[config.mk]
export PLATFORM = sky130hd
export DESIGN_NAME = uart_tx_cfg
export DESIGN_NICKNAME = d
export VERILOG_FILES = /design/src/rtl/uart_tx_cfg.sv
export SDC_FILE = /design/constraint.sdc
export NUM_CORES = 1
export LEC_CHECK = 0
export ABC_AREA = 1
export CORE_ASPECT_RATIO = 1.4
export CORE_MARGIN = 3
export CORE_UTILIZATION = 66
export CTS_CLUSTER_SIZE = 40
export DETAILED_ROUTE_END_ITERATION = 10
export GPL_TIMING_DRIVEN = 0
export PLACE_DENSITY = 0.94
export SYNTH_ARGS = -nofsm -noshare
export SYNTH_HDL_FRONTEND = slang
export SYNTH_SLANG_ARGS = --single-unit
[constraint.sdc]
create_clock -name clk -period 3.67 [get_ports clk]
set_input_delay 0.9175 -clock clk [delete_from_list [all_inputs] [get_ports clk]]
set_output_delay 0.9175 -clock clk [all_outputs]
set_load 0.05 [all_outputs]
[src/rtl/uart_tx_cfg.sv]
// ============================================================================
// Module      : uart_tx_cfg
// Description : Parametrised UART transmitter (5..9 data bits, none/odd/even
//               parity, 1 or 2 stop bits) fed by a synchronous TX FIFO with a
//               valid/ready write port. Line is idle high and registered.
// Revision    : 1.0 - initial release, successor to fixed 8N1 uart_tx
// ============================================================================
`default_nettype none

module uart_tx_cfg #(
    parameter int CLK_FREQ   = 50000000,
    parameter int BAUD       = 115200,
    parameter int DATA_BITS  = 8,
    parameter int PARITY     = 0,
    parameter int STOP_BITS  = 1,
    parameter int FIFO_DEPTH = 16
) (
    input  logic                          clk,
    input  logic                          rst_n,
    input  logic [DATA_BITS-1:0]          i_data,
    input  logic                          i_valid,
    output logic                          o_ready,
    output logic                          o_drop,
    output logic [$clog2(FIFO_DEPTH):0]   o_fifo_level,
    output logic                          o_uart_tx,
    output logic                          o_busy
);

    // Rounded clocks-per-bit
    localparam int BAUD_DIV = (CLK_FREQ + BAUD / 2) / BAUD;
    localparam int CW       = $clog2(BAUD_DIV + 1);
    localparam int AW       = $clog2(FIFO_DEPTH);
    localparam int LW       = AW + 1;

    // Reject unsupported frame formats when the design is elaborated
    if (DATA_BITS < 5 || DATA_BITS > 9) begin : g_bad_data_bits
        $error("uart_tx_cfg: DATA_BITS must be in 5..9");
    end
    if (PARITY < 0 || PARITY > 2) begin : g_bad_parity
        $error("uart_tx_cfg: PARITY must be 0, 1 or 2");
    end
    if (STOP_BITS != 1 && STOP_BITS != 2) begin : g_bad_stop_bits
        $error("uart_tx_cfg: STOP_BITS must be 1 or 2");
    end
    if (FIFO_DEPTH < 2 || (FIFO_DEPTH & (FIFO_DEPTH - 1)) != 0) begin : g_bad_depth
        $error("uart_tx_cfg: FIFO_DEPTH must be a power of 2, at least 2");
    end
    if (BAUD_DIV < 1) begin : g_bad_baud
        $error("uart_tx_cfg: BAUD too high for CLK_FREQ");
    end

    typedef enum logic [2:0] {
        IDLE  = 3'd0,
        START = 3'd1,
        DATA  = 3'd2,
        PAR   = 3'd3,
        STOP  = 3'd4
    } state_t;

    // FIFO storage and bookkeeping
    logic [DATA_BITS-1:0] mem [FIFO_DEPTH];
    logic [AW-1:0]        wr_ptr;
    logic [AW-1:0]        rd_ptr;
    logic [LW-1:0]        level;

    // Transmitter state
    state_t               state;
    logic [CW-1:0]        baud_cnt;
    logic [3:0]           bit_cnt;
    logic [DATA_BITS-1:0] shreg;
    logic                 par_bit;
    logic                 tx_line;

    logic ready;
    logic push;
    logic pop;
    logic baud_end;
    logic stop_last;
    logic [DATA_BITS-1:0] head;

    // Parity bit that completes the requested odd/even count of ones
    function automatic logic parity_of(input logic [DATA_BITS-1:0] w);
        return (PARITY == 1) ? ~(^w) : (^w);
    endfunction

    assign ready     = (level != LW'(FIFO_DEPTH));
    assign push      = i_valid && ready;
    assign baud_end  = (baud_cnt == CW'(BAUD_DIV - 1));
    assign stop_last = (bit_cnt == 4'(STOP_BITS - 1));
    // A new frame is loaded either from IDLE or straight out of the last stop bit
    assign pop       = (level != '0) &&
                       ((state == IDLE) || ((state == STOP) && baud_end && stop_last));
    assign head      = mem[rd_ptr];

    assign o_ready      = ready;
    assign o_drop       = rst_n && i_valid && !ready;
    assign o_fifo_level = level;
    assign o_uart_tx    = tx_line;
    assign o_busy       = (state != IDLE) || (level != '0);

    // FIFO data array write port
    always_ff @(posedge clk) begin
        if (rst_n && push) begin
            mem[wr_ptr] <= i_data;
        end
    end

    // FIFO pointers and occupancy; simultaneous push and pop keep the level
    always_ff @(posedge clk) begin
        if (!rst_n) begin
            wr_ptr <= '0;
            rd_ptr <= '0;
            level  <= '0;
        end else begin
            if (push) wr_ptr <= wr_ptr + AW'(1);
            if (pop)  rd_ptr <= rd_ptr + AW'(1);
            if (push && !pop) begin
                level <= level + LW'(1);
            end else if (pop && !push) begin
                level <= level - LW'(1);
            end
        end
    end

    // Frame sequencer: start, data LSB first, optional parity, stop bits
    always_ff @(posedge clk) begin
        if (!rst_n) begin
            state    <= IDLE;
            tx_line  <= 1'b1;
            baud_cnt <= '0;
            bit_cnt  <= '0;
            shreg    <= '0;
            par_bit  <= 1'b0;
        end else begin
            case (state)
                IDLE: begin
                    tx_line  <= 1'b1;
                    baud_cnt <= '0;
                    bit_cnt  <= '0;
                    if (pop) begin
                        shreg   <= head;
                        par_bit <= parity_of(head);
                        tx_line <= 1'b0;
                        state   <= START;
                    end
                end
                START: begin
                    if (baud_end) begin
                        baud_cnt <= '0;
                        bit_cnt  <= '0;
                        tx_line  <= shreg[0];
                        shreg    <= shreg >> 1;
                        state    <= DATA;
                    end else begin
                        baud_cnt <= baud_cnt + CW'(1);
                    end
                end
                DATA: begin
                    if (baud_end) begin
                        baud_cnt <= '0;
                        if (bit_cnt == 4'(DATA_BITS - 1)) begin
                            bit_cnt <= '0;
                            if (PARITY != 0) begin
                                tx_line <= par_bit;
                                state   <= PAR;
                            end else begin
                                tx_line <= 1'b1;
                                state   <= STOP;
                            end
                        end else begin
                            bit_cnt <= bit_cnt + 4'd1;
                            tx_line <= shreg[0];
                            shreg   <= shreg >> 1;
                        end
                    end else begin
                        baud_cnt <= baud_cnt + CW'(1);
                    end
                end
                PAR: begin
                    if (baud_end) begin
                        baud_cnt <= '0;
                        bit_cnt  <= '0;
                        tx_line  <= 1'b1;
                        state    <= STOP;
                    end else begin
                        baud_cnt <= baud_cnt + CW'(1);
                    end
                end
                STOP: begin
                    if (baud_end) begin
                        baud_cnt <= '0;
                        if (stop_last) begin
                            bit_cnt <= '0;
                            if (pop) begin
                                shreg   <= head;
                                par_bit <= parity_of(head);
                                tx_line <= 1'b0;
                                state   <= START;
                            end else begin
                                state   <= IDLE;
                            end
                        end else begin
                            bit_cnt <= bit_cnt + 4'd1;
                        end
                    end else begin
                        baud_cnt <= baud_cnt + CW'(1);
                    end
                end
                default: begin
                    tx_line <= 1'b1;
                    state   <= IDLE;
                end
            endcase
        end
    end

endmodule

`default_nettype wire

==> summary.txt, run 1 <==
Layout
  • Final instance area: 8260 um2
  • Most frequent cells in the layout: nor2_1, edfxtp_1, nand2_1
  • Post-Layout Cell Count: 919
  • # nets final: 793
  • Share of layout cells above drive strength 1: 0.0743
  • Syn-to-layout area delta: 13.3%
  • Most common cell after layout, fill and taps aside: nor2_1
  • Antenna diodes: 0

Detailed routing
  • Via count of the routed design: 5,723
  • First drt pass iteration count: 6
  • Via-to-Cell Ratio: 6.23
  • Violation count after the first detailed-route iteration: 752
  • Post-Route WL: 18.4 mm
  • DRT antenna net count: 0
  • # DRC: 0
  • Wire per inst: 20.0 um

Worst hold path
  • Hold Path Cell Cnt: 2
  • Hold path start: baud_cnt[5]
  • Hold Crit Class: reg2reg

Synth
  • Sequential element share of the synthesized area: 0.643
  • Compound-Gate Fraction of Synth Area: 0.0846
  • FFs w/ async S/R, synth: 0
  • Mux contribution to synthesized area: 0
  • Distinct cells, synth: 37
  • Main combinational cell family by area after synthesis: simple AND/OR/NAND/NOR gates
  • Synth warn: 0
  • Main synth FF type: edfxtp_1
  • Mapped Cells: 730
  • Xor and xnor area share after synthesis: 0.00240
  • Simple-gate share of the synthesized area: 0.206
  • Synth Register Bits: 170
  • Adder-cell area share of the yosys netlist: 0.0251
  • Post-synth EDFFs: 128
  • Syn Nets: 755
  • Mapped Avg Cell Area: 9.99 um2
  • Mapped Area: 7290 um2

Clock network
  • CTS root buf: clkbuf_16
  • CTS tree: built
  • CTS buffer count: 17
  • CTS Buffer Depth: 2
  • Post-CTS setup buffers: 0
  • Clk slew on worst S/H paths: 60 ps
  • CTS H-tree depth: 4
  • CTS sink cnt: 170
  • Clock Latency Late Sink: 430 ps

Run
  • Max cap viols: 0

Floorplan
  • Chip height: 130 um
  • Die Span X: 94.8 um
  • Die area: 12,400 um2
  • Core Area: 10,600 um2
  • Starting Density: 0.690
  • Rows: 44
  • Num ports: 20

Placement
  • Placed Cells: 887
  • Post-DP HPWL: 12.0 mm
  • Pre-CTS WS: -151 ps
  • Port bufs: 19
  • Post-DP Area: 7650 um2
  • RD Place Congestion: 1.09

Pwr
  • Clock power frac: 0.297
  • Switching share of power: 0.361
  • PwrDens: 756 nW/um2
  • Sequential power share: 0.365
  • Combinational power share: 0.338
  • VDD IR max: 0.000656 V
  • Internal power: 0.00399 W
  • P_leak: 3.06 nW
  • Switching power: 0.00226 W

STA
  • Hold Slack: 456 ps
  • Least-Margin Pin Slew: 901 ps
  • Max_slew headroom: 0.397
  • # setup viols final: 0
  • Fin crit share: 0.969
  • Min Tclk post-route: 3560 ps
  • Clock skew: 9.86 ps
  • Setup TNS: 0 ps
  • Fin. max-slew vios: 0
  • Final Hold Fails: 0
  • Setup ws final: 114 ps
  • RSZ-0062 raised after global routing: false
  • Max Clock Freq: 0.281 GHz

Global routing
  • First-pass GRT wire length: 29.0 mm
  • Largest net degree at the start of global routing: 17
  • Vias in the first global route: 5,652
  • Gr usage total: 0.319
  • Initial antenna violation count: 0
  • Global route overflow: 0

Setup path
  • Crit-path max FO: 10
  • Critical path launch point type: input pin
  • Critical path arrival: 2640 ps
  • Setup crit start: rst_n
  • FF-to-FF path depth: 15
  • WP buf/inv: 3
  • Critical-path top delay cell: dlygate4sd2_1
  • CP required: 2750 ps
  • Reg2reg start: baud_cnt[0]
  • Critical path depth: 5
  • Crit path max-delay family: buffers and inverters
  • CP peak stage delay: 540 ps
  • CP endpoint kind: output pin
  • CP cell instances: clkdlybuf4s50_1, clkbuf_1, nand2_1, nor2_1, dlygate4sd2_1
  • Critical path class: in2out

Run status
  • Outcome: finished clean
state kept, by name, summed over array words and instances, names as in the netlist, named ones only:
signal	cells
baud_cnt	9
bit_cnt	4
mem	128
o_fifo_level	5
o_uart_tx	1
rd_ptr	4
shreg	8
state	3
wr_ptr	4
per-stage QoR:
| step | util | power [W] |
|---|---|---|
| after CTS | 0.782 | 0.00619 |
| after floorplan | - | 0.00377 |
| after detailed placement | 0.724 | 0.00433 |
| after global placement | 0.724 | 0.00420 |
| after global routing | 0.782 | 0.00657 |
| final | 0.782 | 0.00624 |
synthesized netlist by cell type, types with 2 or more instances:
library cell  count  area (um2)
dfxtp_1          42         841
a211oi_1          5        37.5
clkbuf_1         15        56.3
edfxtp_1        128        3840
or2_1             2        12.5
nor2_2            2        12.5
nand3_1          65         325
clkinv_1          3        11.3
ha_1             13         163
nor3_1            4        20.0
buf_2            10        50.1
nand4_1           3        18.8
a21oi_1          23         115
inv_1            36         135
o21ai_0          73         365
nand2_1          96         360
buf_1             2        7.51
inv_2             4        15.0
nor2_1          176         661
o21ai_1           2        10.0
o211ai_1          4        30.0
a21oi_2           2        17.5
nand2_2           6        37.5
worst paths after layout:
kind	end	slack (ps)
hold / removal	baud_cnt[5]	460
setup reg to reg	o_fifo_level[4]	820
setup / recovery	o_drop	110
hold reg to reg	baud_cnt[5]	460
layer usage:
layer	up-vias	wire, um	track usage
met3	109	1750	0.0796
met2	417	9300	0.558
met5	-	0	0
met4	0	1140	0.189
met1	2631	6200	0.348
li1	2566	-	-
worst min-delay path, cell delays in order (launching register included):
cell      delay, ps
dfxtp_1         310
inv_1            50
a211oi_1         50
power by group through the flow:
| stage | sequential, W | clock, W | combinational [W] |
|---|---|---|---|
| CTS | 0.00227 | 0.00185 | 0.00207 |
| global placement | 0.00230 | 0 | 0.00190 |
| floorplan | 0.00238 | 0 | 0.00139 |
| global route | 0.00229 | 0.00195 | 0.00233 |
| detailed placement | 0.00231 | 0 | 0.00202 |
| finish | 0.00228 | 0.00185 | 0.00211 |
timing repair:
action                     4_1_cts  5_1_grt
hold endpoints to repair         0        0
setup endpoints to repair        1        0
hold buffers                     0        0
gates resized for setup          1        0
cells by family after synthesis:
family                   count (synthesis)
AND/OR/NAND/NOR                        359
flip-flops                             170
AO/OA/AOI/OAI                          114
buffers and inverters                   71
adder cells (fa/ha/maj)                 14
XOR/XNOR                                 2
cell type report:
class                   count  area (um2)
clock inverters            12         173
inverters                  43         161
well taps                 138         173
flip-flops and latches    170        4680
clock buffers              20         437
multi-input cells         489        2320
repair buffers             19         189
plain buffers              28         125
fillers                   607        2310
No activity file was read; power rests on OpenSTA's default activity.
==> run 2: changes to the inputs <==
--- a/config.mk
+++ b/config.mk
@@ -11,8 +11,8 @@
 export CORE_UTILIZATION = 66
 export CTS_CLUSTER_SIZE = 40
 export DETAILED_ROUTE_END_ITERATION = 10
-export GPL_TIMING_DRIVEN = 0
 export PLACE_DENSITY = 0.94
+export SLEW_MARGIN = 0
 export SYNTH_ARGS = -nofsm -noshare
 export SYNTH_HDL_FRONTEND = slang
 export SYNTH_SLANG_ARGS = --single-unit
==> constraint.sdc (replaced) <==
create_clock -name clk -period 3.67 [get_ports clk]
set_input_delay 0.9175 -clock clk [delete_from_list [all_inputs] [get_ports clk]]
set_output_delay 0.9175 -clock clk [all_outputs]
set_load 0.02 [all_outputs]
==> summary.txt, run 2 (synthesis gave the netlist of run 1 again) <==
Run status
  • Outcome: finished clean (unchanged)

Pwr
  • Switching power: 0.00217 W (was 0.00226 W)
  • VDD IR max: 0.000625 V (was 0.000656 V)
  • Internal power: 0.00394 W (was 0.00399 W)
  • Sequential power share: 0.374 (was 0.365)
  • PwrDens: 747 nW/um2 (was 756 nW/um2)
  • P_leak: 3.00 nW (was 3.06 nW)
  • Combinational power share: 0.317 (was 0.338)
  • Clock power frac: 0.309 (was 0.297)
  • Switching share of power: 0.355 (was 0.361)

Detailed routing
  • Wire per inst: 19.4 um (was 20.0 um)
  • DRT antenna net count: 0 (unchanged)
  • # DRC: 0 (unchanged)
  • Via count of the routed design: 5,636 (was 5,723)
  • Post-Route WL: 17.4 mm (was 18.4 mm)
  • Violation count after the first detailed-route iteration: 896 (was 752)
  • Via-to-Cell Ratio: 6.30 (was 6.23)
  • First drt pass iteration count: 7 (was 6)

Layout
  • # nets final: 769 (was 793)
  • Most frequent cells in the layout: nor2_1, edfxtp_1, nand2_1 (unchanged)
  • Share of layout cells above drive strength 1: 0.0713 (was 0.0743)
  • Most flop-heavy register: mem (unchanged)
  • Most common cell after layout, fill and taps aside: nor2_1 (unchanged)
  • Syn-to-layout area delta: 12.3% (was 13.3%)
  • Antenna diodes: 0 (unchanged)
  • Layout Utilization: 0.774 (was 0.782)
  • Largest register FFs: 128 (unchanged)
  • Top flop regs: mem: 128 flops, baud_cnt: 9 flops, shreg: 8 flops (unchanged)

Clock network
  • CTS Buffer Depth: 2 (unchanged)
  • CTS root buf: clkbuf_16 (unchanged)
  • Hold-fix buffers, CTS: 0 (unchanged)
  • CTS H-tree depth: 4 (unchanged)
  • Clock Latency Late Sink: 430 ps (about the same)
  • Clk slew on worst S/H paths: 60 ps (about the same)
  • CTS tree: built (unchanged)
  • CTS sink cnt: 170 (unchanged)
  • Resize count post-CTS: 0 (was 1)
  • Post-CTS setup buffers: 0 (unchanged)
  • CTS buffer count: 17 (unchanged)

Worst hold path
  • Hold Crit Class: reg2reg (unchanged)
  • Hold path start: shreg[3] (was baud_cnt[5])
  • Hold Path Cell Cnt: 2 (unchanged)

STA
  • Clock skew: 10.1 ps (was 9.86 ps)
  • Fin. max-slew vios: 0 (unchanged)
  • Max Clock Freq: 0.324 GHz (was 0.281 GHz)
  • # setup viols final: 0 (unchanged)
  • Hold Slack: 476 ps (was 456 ps)
  • Min Tclk post-route: 3090 ps (was 3560 ps)
  • Fin crit share: 0.841 (was 0.969)
  • Setup ws final: 583 ps (was 114 ps)
  • Setup TNS: 0 ps (unchanged)
  • Max_slew headroom: 0.447 (was 0.397)
  • Least-Margin Pin Slew: 826 ps (was 901 ps)
  • Final Hold Fails: 0 (unchanged)
  • RSZ-0062 raised after global routing: false (unchanged)

Setup path
  • CP cell instances: clkdlybuf4s50_1, nand2_1, nor2_1, clkdlybuf4s50_1 (was clkdlybuf4s50_1, clkbuf_1, nand2_1, nor2_1, dlygate4sd2_1)
  • Critical path launch point type: input pin (unchanged)
  • FF-to-FF path depth: 15 (unchanged)
  • Critical path class: in2out (unchanged)
  • Reg2reg start: baud_cnt[0] (unchanged)
  • Setup crit start: rst_n (unchanged)
  • Crit-path max FO: 2 (was 10)
  • Critical-path top delay cell: clkdlybuf4s50_1 (was dlygate4sd2_1)
  • Most Frequent Cell on Critical Path: clkdlybuf4s50_1
  • Critical path arrival: 2170 ps (was 2640 ps)
  • CP peak stage delay: 620 ps (was 540 ps)
  • CP endpoint kind: output pin (unchanged)
  • CP required: 2750 ps (about the same)

Floorplan
  • Chip height: 130 um (unchanged)
  • Die Span X: 94.8 um (unchanged)
  • Num ports: 20 (unchanged)
  • Core Area: 10,600 um2 (unchanged)
  • Starting Density: 0.690 (unchanged)
  • Rows: 44 (unchanged)
  • Die area: 12,400 um2 (unchanged)

Global routing
  • Initial antenna violation count: 0 (unchanged)
  • Gr usage total: 0.308 (was 0.319)
  • Largest net degree at the start of global routing: 66 (was 17)
  • First-pass GRT wire length: 28.2 mm (was 29.0 mm)
  • Global route overflow: 0 (unchanged)
  • Vias in the first global route: 5,475 (was 5,652)

Placement
  • Port bufs: 19 (unchanged)
  • Post-DP HPWL: 10.9 mm (was 12.0 mm)
  • Pre-CTS WS: 427 ps (was -151 ps)
  • RD Place Congestion: 0.885 (was 1.09)

Run
  • Max cap viols: 0 (unchanged)
-- run 2: changes by cell type in the layout (fill, tap and decap cells not counted), moves of 2 or more --
| cell | delta |
|---|---|
| buf_2 | -10 |
| clkinvlp_4 | +2 |
| clkinv_2 | -2 |
| buf_4 | +4 |
| clkbuf_1 | -17 |
| buf_1 | -2 |
| inv_6 | +2 |
-- run 2: area by class of cell --
| class | count | area, um2 |
|---|---|---|
| fill | 602 | 2390 |
| clock inverter | 14 | 195 |
| timing repair buffer | 23 | 220 |
| clock buffer | 18 | 429 |
| sequential | 170 | 4690 |
| inverter | 43 | 161 |
| tap | 138 | 173 |
| multi-input combinational | 489 | 2320 |
-- run 2: worst paths after layout --
check,slack [ps],end
setup reg to reg,760,o_fifo_level[4]
hold / removal,480,shreg[3]
setup / recovery,580,o_drop
hold reg to reg,480,shreg[3]
-- run 2: power groups by stage --
stage	registers (W)	clock network [W]	logic (W)
final	0.00229	0.00189	0.00194
after global routing	0.00230	0.00196	0.00215
after global placement	0.00231	0	0.00172
after floorplan	0.00232	0	0.00136
after detailed placement	0.00232	0	0.00183
after CTS	0.00228	0.00188	0.00189
-- run 2: worst max-delay path: cells and delay by family --
kind | cells | cell delay [ps]
AND/OR/NAND/NOR | 2 | 150
buffers and inverters | 2 | 1100
-- run 2: metrics by stage --
step	instances	power (W)	cell area, um2
4_1_cts	895	0.00605	8180
5_1_grt	895	0.00641	8180
6_report	895	0.00611	8180
3_5_place_dp	863	0.00415	7560
3_3_place_gp	863	0.00403	7560
2_1_floorplan	730	0.00369	7290
-- run 2: metal layers --
layer  GRT usage  share of wire
met3      0.0692          0.083
met4       0.171          0.055
met1       0.372           0.36
met2       0.512           0.50
met5           0              0
